--- config.mk ---
export PLATFORM = sky130hd
export DESIGN_NAME = mem_port_arbiter
export DESIGN_NICKNAME = d
export VERILOG_FILES = /design/src/rtl/mem_port_arbiter_pkg.sv /design/src/rtl/mem_size_enc.sv /design/src/rtl/mem_port_arbiter.sv
export SDC_FILE = /design/constraint.sdc
export NUM_CORES = 1
export LEC_CHECK = 0
export CORE_MARGIN = 5
export CORE_UTILIZATION = 29
export DETAILED_ROUTE_END_ITERATION = 6
export PLACE_DENSITY_LB_ADDON = 0.05
export RECOVER_POWER = 50
export SLEW_MARGIN = 20
export SYNTH_ARGS = -nofsm -noshare
export SYNTH_HDL_FRONTEND = slang
export SYNTH_SLANG_ARGS = --single-unit
--- constraint.sdc ---
create_clock -name clk -period 1.32 [get_ports clk]
set_input_delay 0.198 -clock clk [delete_from_list [all_inputs] [get_ports clk]]
set_output_delay 0.198 -clock clk [all_outputs]
set_load 0.02 [all_outputs]
--- src/rtl/mem_port_arbiter_pkg.sv ---
// mem_port_arbiter_pkg
// Shared definitions for the fetch/mem-stage memory port arbiter:
//   state_t      - arbiter FSM state encoding (IDLE, ADDR, DATA)
//   OWNER_*      - which requester owns the outstanding bus transaction
//   SIZE_*       - mem_size encodings driven on the bus
package mem_port_arbiter_pkg;

  typedef enum logic [1:0] {
    ST_IDLE = 2'd0,
    ST_ADDR = 2'd1,
    ST_DATA = 2'd2
  } state_t;

  localparam logic OWNER_INST = 1'b0;
  localparam logic OWNER_DATA = 1'b1;

  localparam logic [1:0] SIZE_BYTE = 2'd0;
  localparam logic [1:0] SIZE_HALF = 2'd1;
  localparam logic [1:0] SIZE_WORD = 2'd2;

endpackage

--- src/rtl/mem_size_enc.sv ---
// mem_size_enc
// Combinational translation of the mem-stage byte-enable pattern into a bus
// transfer size and write strobes.
// Ports:
//   sel   in  4  byte enables from the mem stage
//   wr    in  1  1 = store (strobes are only driven for stores)
//   size  out 2  SIZE_BYTE for one-hot sel, SIZE_HALF for 0011/1100, else SIZE_WORD
//   wstrb out 4  sel passed through for stores, 0 for loads
module mem_size_enc
  import mem_port_arbiter_pkg::*;
(
  input  logic [3:0] sel,
  input  logic       wr,
  output logic [1:0] size,
  output logic [3:0] wstrb
);

  always_comb begin
    size = SIZE_WORD;
    case (sel)
      4'b0001, 4'b0010, 4'b0100, 4'b1000: size = SIZE_BYTE;
      4'b0011, 4'b1100:                   size = SIZE_HALF;
      // Irregular patterns go out as a word access; the strobes carry the
      // actual byte lanes.
      default:                            size = SIZE_WORD;
    endcase
    wstrb = wr ? sel : 4'b0000;
  end

endmodule

--- src/rtl/mem_port_arbiter.sv ---
// mem_port_arbiter
// Shares one SRAM-like req/addr_ok/data_ok memory port between the fetch
// stage (inst_*) and the mem stage (data_*). One transaction is outstanding at
// a time; the data side always wins arbitration. Fetches hit by inst_cancel
// still complete on the bus but their data is dropped.
// Optional feature macro: MEM_PORT_ARBITER_B2B_EN - when defined, a pending
// request from the non-owner is granted directly on data_ok, skipping IDLE.
// Ports:
//   clk, rst                 clock, synchronous active-high reset
//   inst_req/addr/cancel     fetch request, address, flush of in-flight fetch
//   inst_rdata/valid         fetched word and one-cycle completion pulse
//   stall_inst               inst_req & ~inst_valid
//   data_req/wr/sel/addr/wdata  mem-stage load/store request
//   data_rdata/valid         load data and one-cycle completion pulse
//   stall_data               data_req & ~data_valid
//   mem_req/wr/size/wstrb/addr/wdata  bus request side
//   mem_addr_ok/data_ok/rdata         bus responses
module mem_port_arbiter
  import mem_port_arbiter_pkg::*;
#(
  parameter int ADDR_W = 32,
  parameter int DATA_W = 32
) (
  input  logic              clk,
  input  logic              rst,
  input  logic              inst_req,
  input  logic [ADDR_W-1:0] inst_addr,
  input  logic              inst_cancel,
  output logic [DATA_W-1:0] inst_rdata,
  output logic              inst_valid,
  output logic              stall_inst,
  input  logic              data_req,
  input  logic              data_wr,
  input  logic [3:0]        data_sel,
  input  logic [ADDR_W-1:0] data_addr,
  input  logic [DATA_W-1:0] data_wdata,
  output logic [DATA_W-1:0] data_rdata,
  output logic              data_valid,
  output logic              stall_data,
  output logic              mem_req,
  output logic              mem_wr,
  output logic [1:0]        mem_size,
  output logic [3:0]        mem_wstrb,
  output logic [ADDR_W-1:0] mem_addr,
  output logic [DATA_W-1:0] mem_wdata,
  input  logic              mem_addr_ok,
  input  logic              mem_data_ok,
  input  logic [DATA_W-1:0] mem_rdata
);

  state_t            state_reg, state_next;
  logic              owner_reg, owner_next;
  logic              cancel_reg, cancel_next;
  logic              wr_reg, wr_next;
  logic [1:0]        size_reg, size_next;
  logic [3:0]        wstrb_reg, wstrb_next;
  logic [ADDR_W-1:0] addr_reg, addr_next;
  logic [DATA_W-1:0] wdata_reg, wdata_next;

  logic [1:0]        data_size;
  logic [3:0]        data_wstrb;
  logic              grant_data, grant_inst;
  logic              done;

  mem_size_enc u_size_enc (
    .sel   (data_sel),
    .wr    (data_wr),
    .size  (data_size),
    .wstrb (data_wstrb)
  );

  assign done       = (state_reg == ST_DATA) && mem_data_ok;
  assign inst_valid = done && (owner_reg == OWNER_INST) && !cancel_reg;
  assign data_valid = done && (owner_reg == OWNER_DATA);
  assign inst_rdata = mem_rdata;
  assign data_rdata = mem_rdata;
  assign stall_inst = inst_req && !inst_valid;
  assign stall_data = data_req && !data_valid;

  assign mem_req   = (state_reg == ST_ADDR);
  assign mem_wr    = wr_reg;
  assign mem_size  = size_reg;
  assign mem_wstrb = wstrb_reg;
  assign mem_addr  = addr_reg;
  assign mem_wdata = wdata_reg;

  always_comb begin
    state_next  = state_reg;
    owner_next  = owner_reg;
    cancel_next = cancel_reg;
    wr_next     = wr_reg;
    size_next   = size_reg;
    wstrb_next  = wstrb_reg;
    addr_next   = addr_reg;
    wdata_next  = wdata_reg;
    grant_data  = 1'b0;
    grant_inst  = 1'b0;

    case (state_reg)
      ST_IDLE: begin
        if (data_req)      grant_data = 1'b1;
        else if (inst_req) grant_inst = 1'b1;
      end
      ST_ADDR: begin
        if (mem_addr_ok) state_next = ST_DATA;
      end
      ST_DATA: begin
        if (mem_data_ok) begin
          state_next  = ST_IDLE;
          cancel_next = 1'b0;
`ifdef MEM_PORT_ARBITER_B2B_EN
          // Only the other requester may be granted here: the completing
          // owner's req is still high this cycle but is already satisfied.
          if ((owner_reg == OWNER_INST) && data_req)      grant_data = 1'b1;
          else if ((owner_reg == OWNER_DATA) && inst_req) grant_inst = 1'b1;
`endif
        end
      end
      default: state_next = ST_IDLE;
    endcase

    // A flush only marks an in-flight fetch; the bus transaction runs to
    // completion and its data is dropped. Leaving DATA wins over a late flush.
    if (inst_cancel && (owner_reg == OWNER_INST) &&
        ((state_reg == ST_ADDR) || ((state_reg == ST_DATA) && !mem_data_ok)))
      cancel_next = 1'b1;

    if (grant_data) begin
      state_next  = ST_ADDR;
      owner_next  = OWNER_DATA;
      cancel_next = 1'b0;
      wr_next     = data_wr;
      size_next   = data_size;
      wstrb_next  = data_wstrb;
      addr_next   = data_addr;
      wdata_next  = data_wdata;
    end else if (grant_inst) begin
      state_next  = ST_ADDR;
      owner_next  = OWNER_INST;
      cancel_next = 1'b0;
      wr_next     = 1'b0;
      size_next   = SIZE_WORD;
      wstrb_next  = 4'b0000;
      addr_next   = inst_addr;
      wdata_next  = '0;
    end
  end

  always_ff @(posedge clk) begin
    if (rst) begin
      state_reg  <= ST_IDLE;
      owner_reg  <= OWNER_INST;
      cancel_reg <= 1'b0;
      wr_reg     <= 1'b0;
      size_reg   <= 2'd0;
      wstrb_reg  <= 4'b0000;
      addr_reg   <= '0;
      wdata_reg  <= '0;
    end else begin
      state_reg  <= state_next;
      owner_reg  <= owner_next;
      cancel_reg <= cancel_next;
      wr_reg     <= wr_next;
      size_reg   <= size_next;
      wstrb_reg  <= wstrb_next;
      addr_reg   <= addr_next;
      wdata_reg  <= wdata_next;
    end
  end

endmodule

# --- Yosys cells after proc, flatten, opt, wreduce, memory -nomap -nowiden ---
# Index checks and enable logic that the tools add are counted.
op_classes:
  bitwise: 2
  n_reduce_logical: 24
  eq_ne: 13
  muxes: 26
ops:
  columns: ["cell", "n"]
  rows:
  - ["$mux 32", 4]
  - ["$mux 1", 13]
  - ["$mux 4", 3]
  - ["$logic_and 1x1->1", 9]
  - ["$eq 4x2->1 const B", 2]
  - ["$eq 4x4->1 const B", 2]
  - ["$mux 2", 4]
  - ["$pmux 2 s3", 1]
  - ["$reduce_and 3->1", 2]
  - ["$reduce_bool 2->1", 3]
  - ["$eq 4x1->1 const B", 1]
  - ["$eq 4x3->1 const B", 1]
  - ["$logic_not 1->1", 4]
  - ["$ne 4x1->1 const B", 1]
  - ["$ne 4x4->1 const B", 1]
  - ["$pmux 2 s2", 1]
  - ["$reduce_or 4->1", 1]
  - ["$ne 3x3->1 const B", 1]
  - ["$reduce_or 3->1", 1]
  - ["$eq 2x1->1 const B", 1]
  - ["$eq 2x2->1 const B", 1]
  - ["$logic_not 2->1", 1]
  - ["$ne 2x1->1 const B", 1]
  - ["$ne 2x2->1 const B", 1]
  - ["other kinds (4)", 5]
totals:
  input_bits: 140
  elab_cells: 74
  reg_bits: 75

# --- Logic depth before layout (Yosys ltp) ---
logic_depth:
  depth_word: 6
  depth_mapped: 6

# --- Cells and area by module ---
# Synthesis repeated with hierarchy kept, for this count alone.
hier_totals:
  hier_cells: 293
  area_unflattened_um2: 3231.8
modules_own_cells:
  columns: ["mod", "n_inst", "seq_area_each_um2", "area_each_um2", "cells_per_inst"]
  rows:
  - ["mem_port_arbiter", 1, 1501.4, 3170.5, 284]
  - ["mem_size_enc", 1, 0.0, 61.3, 9]

# --- Least setup slack after synthesis ---
# Ideal clock, no wire load.
synth_timing:
  path_kind: "reg-to-output"
  from: "register state_reg[1]"
  to: "output stall_inst"
  setup_slack_ns: -0.432
  stages_incl_launch_ff: 4
  required_time_ns: 1.122
  t_arrival_ns: 1.554
  path_cell_list: "dfxtp_1 > nand2_1 > nor4_1 > nor2b_1"
synth_via:
  elab_chain_len: 6
synth_rtl:
  columns: ["item", "line_no", "rtl"]
  rows:
  - ["from (decl)", "mem_port_arbiter.sv:51", "state_t state_reg, state_next;"]
  - ["from (signal assigned)", "mem_port_arbiter.sv:160", "state_reg <= state_next;"]
  - ["$eq 2x2->1", "mem_port_arbiter.sv:72", "assign done = (state_reg == ST_DATA) && mem_data_ok;"]
  - ["$logic_and 1x1->1", "mem_port_arbiter.sv:72", null]
  - ["$logic_and 1x1->1 (2 in a row)", "mem_port_arbiter.sv:73", "assign inst_valid = done && (owner_reg == OWNER_INST) && !cancel_reg;"]
  - ["via inst_valid", "mem_port_arbiter.sv:30", "output logic inst_valid,"]
  - ["$logic_not 1->1", "mem_port_arbiter.sv:77", "assign stall_inst = inst_req && !inst_valid;"]
  - ["$logic_and 1x1->1", "mem_port_arbiter.sv:77", null]
  - ["to (decl)", "mem_port_arbiter.sv:31", "output logic stall_inst,"]
# The timed path passes the listed nets, and every way through them passes these cells.

# --- Worst setup path after layout ---
layout_timing:
  from: "register state_reg[1]"
  to: "register addr_reg[4] (netlist: mem_addr[4])"
layout_via:
  elab_chain_len: 3
layout_rtl:
  columns: ["item", "line_no", "rtl"]
  rows:
  - ["$logic_not 2->1 *", "mem_port_arbiter.sv:99", "case (state_reg)"]
  - ["$mux 1", "mem_port_arbiter.sv:99", null]
  - ["$mux 32 / $reduce_bool 2->1 (equally long branches)", null, null]
  - ["to (signal assigned)", "mem_port_arbiter.sv:166", "addr_reg <= addr_next;"]
  - ["to (decl)", "mem_port_arbiter.sv:57", "logic [ADDR_W-1:0] addr_reg, addr_next;"]
# Mark *: on every way between the ends. The rest lies on a longest branch, timed or not.
# A chain may end at the register's enable or synchronous reset.

==> run_results.csv <==
group,metric,value,unit
critical_path,worstPathRequired,1.55,ns
sta,hold_viol_final,0,
critical_path,worstReg2RegStart,"state_reg[1]",
yosys,synthAdderAreaFrac,0,%
power,power_density,1100,nW/um2
routing,drc,0,
die,dieArea,13300,um2
clock_tree,cts_made_buffers,9,
yosys,yosys.area_share.simple,9.84,%
clock_tree,clkTransAtPathRegs,0.07,ns
sta,period_minus_slack,1.45,ns
clock_tree,cts_tree,"built",
yosys,synth.mux.area_fraction,0,%
place,hpwl,7300,um
yosys,ys_warn_count,0,
layout,layout-drive-gt1-share,15.5,%
place,pre_cts_ws,-0.636,ns
clock_tree,hold_buffers,0,
critical_path,worst_setup_path_start_kind,"register",
die,start_util,29.6,%
critical_path,slowest_delay,0.36,ns
power,leakage,2.37,nW
sta,setup_viol,75,
hold_path,holdCritStartpoint,"mem_rdata[4]",
yosys,ys_seq_elements,75,
status,violations,"negative setup slack",
layout,stdcell_count,579,
critical_path,slowest_stage,"dfxtp_4",
die,io_pins,280,
die,die_w,115,um
yosys,syn_nets,429,
global_routing,grt_max_degree,37,
routing,final_antenna_net_count,0,
sta,rsz0062_at_grt,"yes",
yosys,synth_compound_area_share,23.0,%
routing,num_vias,2686,
global_routing,grt_pass1_wl,15200,um
sta,relSlewSlack,76.8,%
sta,report.final.slew_viol_count,0,
yosys,synth.yosys.seq_area_share,46.9,%
yosys,ys_types,30,
critical_path,crit_chain,"buf_8 > nor2_4 > buf_6 > a21oi_4 > buf_12 > a221o_1",
die,num_rows,38,
global_routing,antenna_found_initial,0,
die,die_h,115,um
layout,final_common_cell,"clkdlybuf4s50_1",
layout,final_util,48.2,%
place,io_buffers,183,
yosys,synth_top_family_by_area,"compound AO/OA/AOI/OAI gates",
layout,syn_to_final_growth,63.2,%
critical_path,critPathCaptureType,"register",
clock_tree,clock_sinks,75,
global_routing,first_global_vias,2830,
yosys,yosys.area_share.xor_xnor,0.273,%
hold_path,hold_class,"input port to primary output",
layout,n_antenna_cell,0,
routing,wl_per_cell,18.1,um
yosys,netlist_area,3200,um2
critical_path,crit_arrival,1.68,ns
sta,period_share,110,%
place,place.gp.congestion,0.726,
sta,setup_tns,-6.09,ns
global_routing,overflow,0,
sta,skew,0.00908,ns
clock_tree,clockRootBuffer,"clkbuf_8",
sta,setup_slack,-0.133,ns
status,status,"finished with violations",
sta,worst_pin_slew,0.340,ns
critical_path,path_class,"register to register",
critical_path,crit_start,"state_reg[1]",
sta,fmax,0.688,GHz
clock_tree,cts_buffer_depth,2,
die,core_area,10800,um2
yosys,syn_inst,289,
global_routing,track_usage,14.8,%
routing,vias_per_cell,4.64,
yosys,avgSynthCellArea,11.1,um2
job,drv_cap,0,
power,ir_drop,0.000920,V
layout,final_cell_mix,"clkdlybuf4s50_1 (105), dfxtp_1 (72), dlygate4sd2_1 (72)",
routing,wirelength,10500,um
routing,first_pass_iters,4,
routing,drt_iter0_drc,109,
critical_path,crit_fanout,34,
clock_tree,htree_levels,3,
layout,final_nets,575,
place,dp_cells,552,
clock_tree,clk_latency,0.35,ns
## synthesized netlist by cell type
cell type  number  share of area, %
or2_1           1              0.20
a21o_1          1              0.23
and3_1          1              0.20
o21a_1          1              0.23
nor2b_1         3              0.59
nor2_1          5              0.59
buf_6          10               3.5
a211oi_1        1              0.23
dfxtp_1        75                47
and2_1         32               6.2
nor4_1          1              0.20
a311oi_1        1              0.27
nor4b_4         1              0.74
a22o_1         34               9.3
nor4bb_1        1              0.31
buf_4          64                15
a31o_2          1              0.27
a32o_1          4               1.2
a21oi_2         1              0.27
inv_1           1              0.12
nand2_1         1              0.12
buf_2           7               1.1
a2111oi_0       1              0.27
clkbuf_2        2              0.31
xor2_1          1              0.27
a21oi_1         2              0.31
nor3b_1         2              0.47
nor2_2          1              0.20
o221a_2         1              0.35
a221o_1        32                10
## critical path: cells and delay by family, from the launching register on
family          cells  cell delay, ns
compound gates      2            0.45
buf+inv             3            0.44
flops               1            0.36
simple gates        1            0.09
## layer usage
metal  share of wire [%]  GRT usage [%]
met4                0.73           3.91
met1                  38           15.7
met5                   0              0
met2                  51           25.6
met3                 9.6           8.05
## what timing repair did
action,in CTS,in global routing
endpoints found under the setup margin,147,77
setup buffers,1,3
gates cloned,2,6
resized for setup,118,9
pin swaps,7,31
## layout make-up
class / instances / area (um2)
clock buffer: 11 / 151
clock inverter: 4 / 50.0
timing repair buffer: 218 / 2220
multi-input combinational: 130 / 1120
tap: 140 / 175
sequential: 75 / 1510
inverter: 1 / 3.75
fill: 1045 / 5610
## final timing paths
kind	to	slack (ns)	depth (start not counted)
min	data_rdata[4]	0.40	0
max reg2reg	mem_addr[4]	-0.13	6
min reg2reg	mem_wstrb[1]	0.46	1
max	mem_addr[4]	-0.13	6
## stage by stage
step	hold WS [ns]	total power (W)	area (um2)
6_report	0.396	0.00574	5230
4_1_cts	0.378	0.00576	5040
3_5_place_dp	0.396	0.00397	4830
3_3_place_gp	0.396	0.00395	4830
5_1_grt	0.396	0.00602	5230
2_1_floorplan	0.263	0.00343	3230
## cells by family (layout without fill, tap and decap cells)
kind of cell / Yosys count / after routing
DFF: 75 / 75
and+or+nand+nor: 49 / 49
xor gates and xnor gates: 1 / 1
AOI/OAI and AO/OA: 80 / 80
buffers and inverters: 84 / 234
## power by group
| part | total, W | switching (W) | internal, W |
|---|---|---|---|
| registers | 0.00253 | 0.0000898 | 0.00244 |
| clock network | 0.00182 | 0.000855 | 0.000963 |
| logic | 0.00140 | 0.000606 | 0.000792 |
| total | 0.00574 | 0.00155 | 0.00419 |
Power figures use the tool's default switching activity.
